**config.mk**
```make
export PLATFORM = sky130hd
export DESIGN_NAME = ifetch_queue_flat
export DESIGN_NICKNAME = d
export VERILOG_FILES = /design/src/rtl/ifetch_queue_if.sv /design/src/rtl/ifetch_queue.sv /design/src/flat_wrapper.sv
export SDC_FILE = /design/constraint.sdc
export NUM_CORES = 1
export LEC_CHECK = 0
export CAP_MARGIN = 20
export CORE_MARGIN = 5
export CORE_UTILIZATION = 25
export DETAILED_ROUTE_END_ITERATION = 10
export GPL_TIMING_DRIVEN = 0
export PLACE_DENSITY_LB_ADDON = 0.1
export REMOVE_ABC_BUFFERS = 1
export SYNTH_ARGS = -nofsm -noshare
export SYNTH_HDL_FRONTEND = slang
export SYNTH_SLANG_ARGS = --single-unit
```
**constraint.sdc**
```tcl
create_clock -name i_clk -period 7.7 [get_ports i_clk]
set_input_delay 1.155 -clock i_clk [delete_from_list [all_inputs] [get_ports i_clk]]
set_output_delay 1.155 -clock i_clk [all_outputs]
set_load 0.02 [all_outputs]
```
**src/rtl/ifetch_queue_if.sv**
```systemverilog
// Signal bundle between the instruction prefetch queue, the CPU fetch port and instruction memory.
// The queue side uses the master modport; the CPU/memory environment uses the slave modport.
interface ifetch_queue_if #(
  parameter int AW = 24,
  parameter int DW = 24
);
  logic [AW-1:0] i_cpu_iaddr;
  logic [DW-1:0] o_cpu_instr;
  logic          o_cpu_clk_en;
  logic          o_mem_req;
  logic [AW-1:0] o_mem_addr;
  logic          i_mem_ack;
  logic [DW-1:0] i_mem_data;

  modport master (
    input  i_cpu_iaddr, i_mem_ack, i_mem_data,
    output o_cpu_instr, o_cpu_clk_en, o_mem_req, o_mem_addr
  );

  modport slave (
    output i_cpu_iaddr, i_mem_ack, i_mem_data,
    input  o_cpu_instr, o_cpu_clk_en, o_mem_req, o_mem_addr
  );
endinterface

```
**src/rtl/ifetch_queue.sv**
```systemverilog
// Instruction prefetch queue: serves CPU fetches from a circular buffer of sequential words,
// stalls the CPU on a miss and refills from slower instruction memory, one request at a time.
module ifetch_queue #(
  parameter int DEPTH = 4,
  parameter int AW    = 24,
  parameter int DW    = 24
) (
  input  logic           i_clk,
  input  logic           i_rstb,
  ifetch_queue_if.master bus
);

  localparam int PW = $clog2(DEPTH);
  localparam int CW = PW + 1;

  typedef enum logic {S_IDLE, S_WAIT} state_t;

  state_t        state_q, state_d;
  logic [AW-1:0] base_q, base_d;
  logic [AW-1:0] fetch_q, fetch_d;
  logic [CW-1:0] count_q, count_d;
  logic [PW-1:0] rd_ptr_q, rd_ptr_d;
  logic          discard_q, discard_d;
  logic          mem_req_q, mem_req_d;
  logic [AW-1:0] mem_addr_q, mem_addr_d;
  logic [DW-1:0] entry_q [DEPTH];

  logic [AW-1:0] off;
  logic          hit, pend, flush;
  logic [CW-1:0] adv;
  logic [PW-1:0] hit_idx, wr_idx;
  logic          ack_seen, accept;

  // Lookup: the queue always holds the words base .. base+count-1, so a single modular
  // subtraction tells hit, next-to-arrive (pend) or unrelated address (flush).
  always_comb begin
    off     = bus.i_cpu_iaddr - base_q;
    hit     = off < AW'(count_q);
    pend    = off == AW'(count_q);
    flush   = !hit && !pend;
    adv     = hit ? off[CW-1:0] : '0;
    hit_idx = rd_ptr_q + off[PW-1:0];
    wr_idx  = rd_ptr_q + count_q[PW-1:0];
  end

  assign bus.o_cpu_clk_en = hit;
  assign bus.o_cpu_instr  = hit ? entry_q[hit_idx] : '0;
  assign bus.o_mem_req    = mem_req_q;
  assign bus.o_mem_addr   = mem_addr_q;

  // A flush in the same cycle as the ack wins: the returning word belongs to the old stream.
  assign ack_seen = (state_q == S_WAIT) && bus.i_mem_ack;
  assign accept   = ack_seen && !discard_q && !flush;

  always_comb begin
    // NOTE: every output of this block gets a default first so no path can infer a latch.
    state_d    = state_q;
    mem_req_d  = mem_req_q;
    mem_addr_d = mem_addr_q;
    discard_d  = discard_q;

    if (flush) begin
      base_d   = bus.i_cpu_iaddr;
      fetch_d  = bus.i_cpu_iaddr;
      count_d  = '0;
      rd_ptr_d = rd_ptr_q;
    end else begin
      base_d   = base_q + AW'(adv);
      fetch_d  = fetch_q + AW'(accept);
      count_d  = count_q - adv + CW'(accept);
      rd_ptr_d = rd_ptr_q + adv[PW-1:0];
    end

    unique case (state_q)
      S_IDLE: begin
        // Decide on next-cycle occupancy and address so a flush in this cycle requests the
        // new stream immediately instead of one stale word.
        if (count_d < CW'(DEPTH)) begin
          mem_req_d  = 1'b1;
          mem_addr_d = fetch_d;
          state_d    = S_WAIT;
        end
      end
      S_WAIT: begin
        if (bus.i_mem_ack) begin
          mem_req_d = 1'b0;
          discard_d = 1'b0;
          state_d   = S_IDLE;
        end else if (flush) begin
          discard_d = 1'b1;
        end
      end
      default: state_d = S_IDLE;
    endcase
  end

  // NOTE: sequential state uses non-blocking assignments so every register samples pre-edge values.
  always_ff @(posedge i_clk) begin
    if (!i_rstb) begin
      state_q    <= S_IDLE;
      base_q     <= '0;
      fetch_q    <= '0;
      count_q    <= '0;
      rd_ptr_q   <= '0;
      discard_q  <= 1'b0;
      mem_req_q  <= 1'b0;
      mem_addr_q <= '0;
    end else begin
      state_q    <= state_d;
      base_q     <= base_d;
      fetch_q    <= fetch_d;
      count_q    <= count_d;
      rd_ptr_q   <= rd_ptr_d;
      discard_q  <= discard_d;
      mem_req_q  <= mem_req_d;
      mem_addr_q <= mem_addr_d;
    end
  end

  // NOTE: the entry storage is not reset; count=0 after reset makes its contents unreachable.
  always_ff @(posedge i_clk) begin
    if (i_rstb && accept) begin
      entry_q[wr_idx] <= bus.i_mem_data;
    end
  end

  a_no_overflow: assert property (@(posedge i_clk) disable iff (!i_rstb)
    count_q <= CW'(DEPTH));

  a_addr_stable: assert property (@(posedge i_clk) disable iff (!i_rstb)
    (mem_req_q && !bus.i_mem_ack) |=> $stable(mem_addr_q));

endmodule

```
**src/flat_wrapper.sv**
```systemverilog
// flat-port wrapper written by rule: the top's interface ports become plain ports
module ifetch_queue_flat 
#(
  parameter int DEPTH = 4,
  parameter int AW    = 24,
  parameter int DW    = 24
)
  (i_clk, i_rstb, bus_i_cpu_iaddr, bus_i_mem_ack, bus_i_mem_data, bus_o_cpu_instr, bus_o_cpu_clk_en, bus_o_mem_req, bus_o_mem_addr);
  ifetch_queue_if #(.AW(AW), .DW(DW)) bus_i ();
  input  logic i_clk;
  input  logic i_rstb;
  input wire logic [$bits(bus_i.i_cpu_iaddr)-1:0] bus_i_cpu_iaddr;
  input wire logic [$bits(bus_i.i_mem_ack)-1:0] bus_i_mem_ack;
  input wire logic [$bits(bus_i.i_mem_data)-1:0] bus_i_mem_data;
  output wire logic [$bits(bus_i.o_cpu_instr)-1:0] bus_o_cpu_instr;
  output wire logic [$bits(bus_i.o_cpu_clk_en)-1:0] bus_o_cpu_clk_en;
  output wire logic [$bits(bus_i.o_mem_req)-1:0] bus_o_mem_req;
  output wire logic [$bits(bus_i.o_mem_addr)-1:0] bus_o_mem_addr;
  assign bus_i.i_cpu_iaddr = bus_i_cpu_iaddr;
  assign bus_i.i_mem_ack = bus_i_mem_ack;
  assign bus_i.i_mem_data = bus_i_mem_data;
  assign bus_o_cpu_instr = bus_i.o_cpu_instr;
  assign bus_o_cpu_clk_en = bus_i.o_cpu_clk_en;
  assign bus_o_mem_req = bus_i.o_mem_req;
  assign bus_o_mem_addr = bus_i.o_mem_addr;
  ifetch_queue #(.DEPTH(DEPTH), .AW(AW), .DW(DW)) u_core (.i_clk(i_clk), .i_rstb(i_rstb), .bus(bus_i));
endmodule
```
==> results.cfg, run 1 <==
[finish]
num_antenna_cells = 0
most-common-layout-cells = clkdlybuf4s50_1, edfxtp_1, nor2_1
drive_gt1_share_pct = 10.8
multiInputGateArea_um2 = 4760
seq_area_um2 = 4480
fillers = 3894
nNetsFinal = 1083
layout_commonest_cell = clkdlybuf4s50_1
area_growth_pct = 24.8

[clock_tree]
clk_pin_slew_ps = 70
clock_latency_ps = 450
clockRootBuffer = clkbuf_16
htreeDepth = 4
cts_tree = done
cts_max_path_buffers = 2
clock-sinks = 176
cts_buffers = 17

[worst_setup_path]
endpoint = u_core.bus.o_mem_addr[0]
worst-path-stages = 25
crit_start = bus_i_cpu_iaddr[0]
crit_family = compound AO/OA/AOI/OAI gates
end_kind = register
cpPeakStageDelay_ps = 480
critical_path_class = input pin to register
worstPathRequired_ps = 8050
reg2reg_from = u_core.base_q[4]
cp_slowest_cell = a31o_4
crit_buf_inv = 4
cp_max_fo = 24
critPathArrivalTime_ps = 7520
cp-start-kind = input pin
r2r_cells = 22
reg2reg_slack_ps = 1350
timing.rr.end = u_core.bus.o_mem_addr[0]

[grt]
grt_pass1_vias = 7529
grt.overflow.total = 0
grt_util_all_layers_pct = 13.5
antenna_found_initial = 0
grt_max_degree = 50
grt_pass1_wl_mm = 43.8

[placement]
dp_slack_ps = -1100
gp_congestion = 0.773
portBuffers = 100
dp_hpwl_mm = 19.8

[run]
cap_violations = 0

[floorplanning]
io-pin-count = 101
die_h_um = 205
die_width_um = 205
row_count = 71
start_util_pct = 25.2
die_area_um2 = 41900
core_region_area_um2 = 37600

[logic_synthesis]
yosys-top-cells-area = edfxtp_1, dfxtp_1, mux4_2
yosysWarnings = 0
synthFlopType = edfxtp_1
synthArstFlopShare_pct = 0
yosys_register_bits = 176
synthesis.area_um2 = 9470
yosysSeqAreaShare_pct = 47.3
synth_edf_count = 96
avgSynthCellArea_um2 = 10.5
yosysTopAreaCellShare_pct = 30.4
synth_largest_area_cell = edfxtp_1
yosysUniqueCellTypes = 68
syn_inst = 903

[sta]
final_hold_viol_count = 0
tightestPinTransition_ps = 932
slew_headroom_pct = 37.4
fin_ws_ps = 529
period_share_pct = 93.1
fin_crit_ps = 7170
max_freq_mhz = 139
finClkSkew_ps = 7.61
setup_viol = 0
drv_slew = 0
rsz0062_at_grt = yes

[detailed_routing]
vias_per_cell = 4.83
vias = 7326
first_pass_iters = 4
wl_per_cell_um = 19.3
drt_iter0_drc = 391
postRouteAntennaNets = 0
drt-total-wl_mm = 29.2
route.detailed.drc = 0

[hold_path]
hold_path_class = register to register

[pwr]
total_power_uw = 2270
switching_share_pct = 28.6
power.leakage_uw = 0.00428
power_density_nw_per_um2 = 192
p_clk_share_pct = 37.5
switchingPower_uw = 650
seqPwrFrac_pct = 45.3
ir_worst_vdd_uv = 97.0
internal-power_uw = 1620
pwr-share-comb_pct = 17.2

[outcome]
status = complete, no violations
-- kinds of logic after synthesis --
logic type | after synthesis | share of synthesized area (%)
AND/OR/NAND/NOR | 334 | 18.4
flip-flops | 176 | 47.3
AO/OA/AOI/OAI | 172 | 12.9
buffers and inverters | 94 | 4.15
XOR/XNOR | 53 | 4.90
adder cells (fa/ha/maj) | 39 | 5.39
multiplexers | 35 | 6.88
-- cells in the mapped netlist, types with 11 or more instances --
cell type,n
edfxtp_1,96
nor2_1,84
dfxtp_1,80
nand2_1,49
nand3_1,48
and3_1,46
inv_1,44
ha_1,36
nor3_1,35
a21oi_1,31
xnor2_1,30
clkbuf_1,28
o21ai_0,25
mux4_2,24
xor2_1,23
buf_2,17
a211oi_1,16
nand4_1,15
nor4_1,14
o31ai_1,14
o41ai_1,11
-- layer usage --
layer | track usage [%] | vias up | part of all wire [%]
met5 | 0 | - | 0
met4 | 4.43 | 0 | 1.6
met3 | 2.34 | 18 | 2.9
met2 | 21.5 | 103 | 47
met1 | 18.7 | 3612 | 49
li1 | - | 3593 | -
-- power groups by stage --
stage | clock (µW) | sequential [µW] | combinational [µW]
after global placement | 0 | 1050 | 369
final | 852 | 1030 | 391
after global routing | 916 | 1030 | 429
after floorplan | 0 | 1060 | 219
after detailed placement | 0 | 1050 | 374
after CTS | 882 | 1030 | 381
-- cell type report --
class / count / area share, %
well taps: 511 / 5.41
multi-input cells: 636 / 40.2
repair buffers: 117 / 10.3
inverters: 45 / 1.44
flip-flops and latches: 176 / 37.9
clock buffers: 17 / 3.60
clock inverters: 14 / 1.11
-- stage by stage --
step	instance area, µm²	setup TNS, ps	instances	hold slack [ps]	util (%)
3_3_place_gp	10900	-328970	1465	454	29.0
6_report	11800	0	1516	469	31.5
4_1_cts	11700	0	1509	473	31.2
5_1_grt	11800	-19.0	1516	492	31.5
3_5_place_dp	11100	-30980	1478	453	29.6
2_1_floorplan	9250	0	854	437	-
-- sequential cells by signal (all words and copies together), names as in the netlist, named ones only --
name / cells
u_core.bus.o_mem_addr: 24
u_core.state_q: 1
u_core.discard_q: 1
u_core.base_q: 23
u_core.bus.o_mem_req: 1
u_core.count_q: 3
u_core.fetch_q: 24
u_core.entry_q: 96
u_core.rd_ptr_q: 2
-- worst reg2reg max path: cells and delay by family (launching register included) --
kind                       cells  cell delay (ps)
buffers and inverters          2              140
adders and majority gates      4             1150
and+or+nand+nor                9             2260
xor gates and xnor gates       2              570
DFF                            1              350
AOI/OAI and AO/OA              5             1780
-- timing repair --
item / CTS / global route
gates resized for setup: 6 / 8
buffers inserted: 0 / 4
pin swaps: 0 / 3
gates cloned: 0 / 3
hold buffers: 0 / 0
endpoints found under the setup margin: 29 / 29
-- worst min-delay path by stage --
stage	cells after the start	end	slack, ps	from
after floorplan	2	u_core.discard_q	440	u_core.discard_q
after global placement	2	u_core.discard_q	450	u_core.discard_q
after detailed placement	2	u_core.bus.o_mem_req	450	u_core.bus.o_mem_req
after CTS	2	u_core.bus.o_mem_req	470	u_core.bus.o_mem_req
after global routing	2	u_core.bus.o_mem_addr[17]	490	u_core.bus.o_mem_addr[17]
final	2	u_core.bus.o_mem_addr[17]	470	u_core.bus.o_mem_addr[17]
Power figures use the tool's default switching activity.
==> run 2, diff against run 1 <==
Settings changed: CTS_CLUSTER_SIZE set to 12, RECOVER_POWER set to 50.
==> run 2 against run 1 <==
  * Sequential share of layout area grew 0.052 points
  * First-iteration DRC count shrank 4.6%
  * Fmax shrank 0.13%
  * Setup slack lost 9.5 ps
  * Register-to-register slack is essentially flat
  * Final cell count is the same
  * Via count shrank 0.29%
  * Clock skew grew 0.79 ps
  * Global-route usage is the same
  * Sequential power is essentially flat
  * Routed wire length is essentially flat
  * Largest power group unchanged
==> results.cfg, run 2 (synthesis results as in run 1) <==
[detailed_routing]
first_pass_iters = 5
route.top_layer_used = met4
met2_length_mm = 13.5
met1_length_mm = 14.4
drt-total-wl_mm = 29.2
postRouteAntennaNets = 0
drt_iter0_drc = 373
dr_wl_met3_um = 789
vias_per_cell = 4.82
wl_per_cell_um = 19.3
route.detailed.drc = 0
vias = 7305

[clock_tree]
cts_tree = done
cts_max_path_buffers = 2
clock-sinks = 176
hold_buffers = 0
htreeDepth = 4
cts_buffers = 17
clock_latency_ps = 450
clk_pin_slew_ps = 70
clockRootBuffer = clkbuf_16

[floorplanning]
row_count = 71
io-pin-count = 101
core_region_area_um2 = 37600
die_area_um2 = 41900
die_h_um = 205
die_width_um = 205
start_util_pct = 25.2

[finish]
regMostFlops = u_core.entry_q
most-common-layout-cells = edfxtp_1, nor2_1, dfxtp_1
final_design_area_no_fill_um2 = 11800
num_antenna_cells = 0
largest_reg_flops = 96
drive_gt1_share_pct = 10.7
layout_commonest_cell = edfxtp_1
area_growth_pct = 24.6
nNetsFinal = 1083

[worst_setup_path]
worstPathRequired_ps = 8050
end_kind = register
critPathArrivalTime_ps = 7530
cp_max_fo = 24
cp-start-kind = input pin
cpPeakStageDelay_ps = 480
critical_path_class = input pin to register
cp_slowest_cell = a31o_4

[sta]
slew_headroom_pct = 27.1
fin_crit_ps = 7180
final_hold_viol_count = 0
rsz0062_at_grt = yes
tightestPinTransition_ps = 1090
drv_slew = 0
timing.hold.ws_ps = 467
finClkSkew_ps = 8.40
setup_viol = 0
period_share_pct = 93.3
fin_ws_ps = 520
max_freq_mhz = 139

[pwr]
p_clk_share_pct = 37.6
switching_share_pct = 28.7
pwr-share-comb_pct = 17.0
power.leakage_uw = 0.00434
switchingPower_uw = 649
power_density_nw_per_um2 = 192
internal-power_uw = 1620
ir_worst_vdd_uv = 97.2
seqPwrFrac_pct = 45.4

[placement]
post_dp_cell_area_um2 = 11100
gp_congestion = 0.773
portBuffers = 100
dp_hpwl_mm = 19.8
dp_slack_ps = -1100

[grt]
grt.overflow.total = 0
grt_max_degree = 50
grt_pass1_wl_mm = 43.8
antenna_found_initial = 0
grt_util_all_layers_pct = 13.5
grt_pass1_vias = 7529

[hold_path]
hold_path_class = register to register

[run]
cap_violations = 0

[outcome]
status = complete, no violations
-- run 2: changes by cell type in the layout (fill, tap and decap cells not counted), sizes merged --
cell           delta
clkdlybuf4s50    -49
dlygate4sd3      +49
-- run 2: routing by layer --
metal | track usage [%] | vias up
li1 | - | 3592
met1 | 18.7 | 3606
met2 | 21.5 | 87
met3 | 2.34 | 20
met4 | 4.43 | 0
met5 | 0 | -
-- run 2: timing repair --
| action | 4_1_cts | 5_1_grt |
|---|---|---|
| pin swaps | 0 | 3 |
| endpoints found under the setup margin | 29 | 29 |
| setup buffers | 0 | 4 |
| hold endpoints to repair | 0 | 0 |
| resized for setup | 6 | 8 |
| cloned | 0 | 3 |
-- run 2: final cells by class --
type / instances / area (µm²)
clock buffers: 17 / 425
well taps: 511 / 639
clock inverters: 14 / 131
flip-flops and latches: 176 / 4480
repair buffers: 117 / 1210
inverters: 45 / 170
multi-input cells: 636 / 4740
fillers: 3896 / 25800
-- run 2: power by group through the flow --
stage | logic (µW) | registers (µW) | clock network (µW)
final | 384 | 1030 | 852
after global placement | 369 | 1050 | 0
after detailed placement | 374 | 1050 | 0
after floorplan | 219 | 1060 | 0
after global routing | 421 | 1030 | 916
after CTS | 381 | 1030 | 882
-- run 2: worst paths after layout --
kind	end	depth (start not counted)	start	slack [ps]
worst max-delay path	u_core.bus.o_mem_addr[0]	25	bus_i_cpu_iaddr[0]	520
worst min-delay path	u_core.bus.o_mem_addr[17]	2	u_core.bus.o_mem_addr[17]	470
worst max register to register	u_core.bus.o_mem_addr[0]	22	u_core.base_q[4]	1350
worst min register to register	u_core.bus.o_mem_addr[17]	2	u_core.bus.o_mem_addr[17]	470
-- run 2: critical path: cells and delay by family --
kind,cells,cell delay (ps)
buffers and inverters,4,620
AND/OR/NAND/NOR,6,1490
XOR/XNOR,2,740
adder cells (fa/ha/maj),5,1290
AO/OA/AOI/OAI,8,2200
-- run 2: per-stage QoR --
step / power (µW) / cells / setup TNS (ps) / util, %
floorplan: 1280 / 854 / 0 / -
global placement: 1420 / 1465 / -328970 / 29.0
detailed placement: 1420 / 1478 / -30980 / 29.6
CTS: 2290 / 1509 / 0 / 31.2
global route: 2370 / 1516 / -19.0 / 31.4
finish: 2260 / 1516 / 0 / 31.4
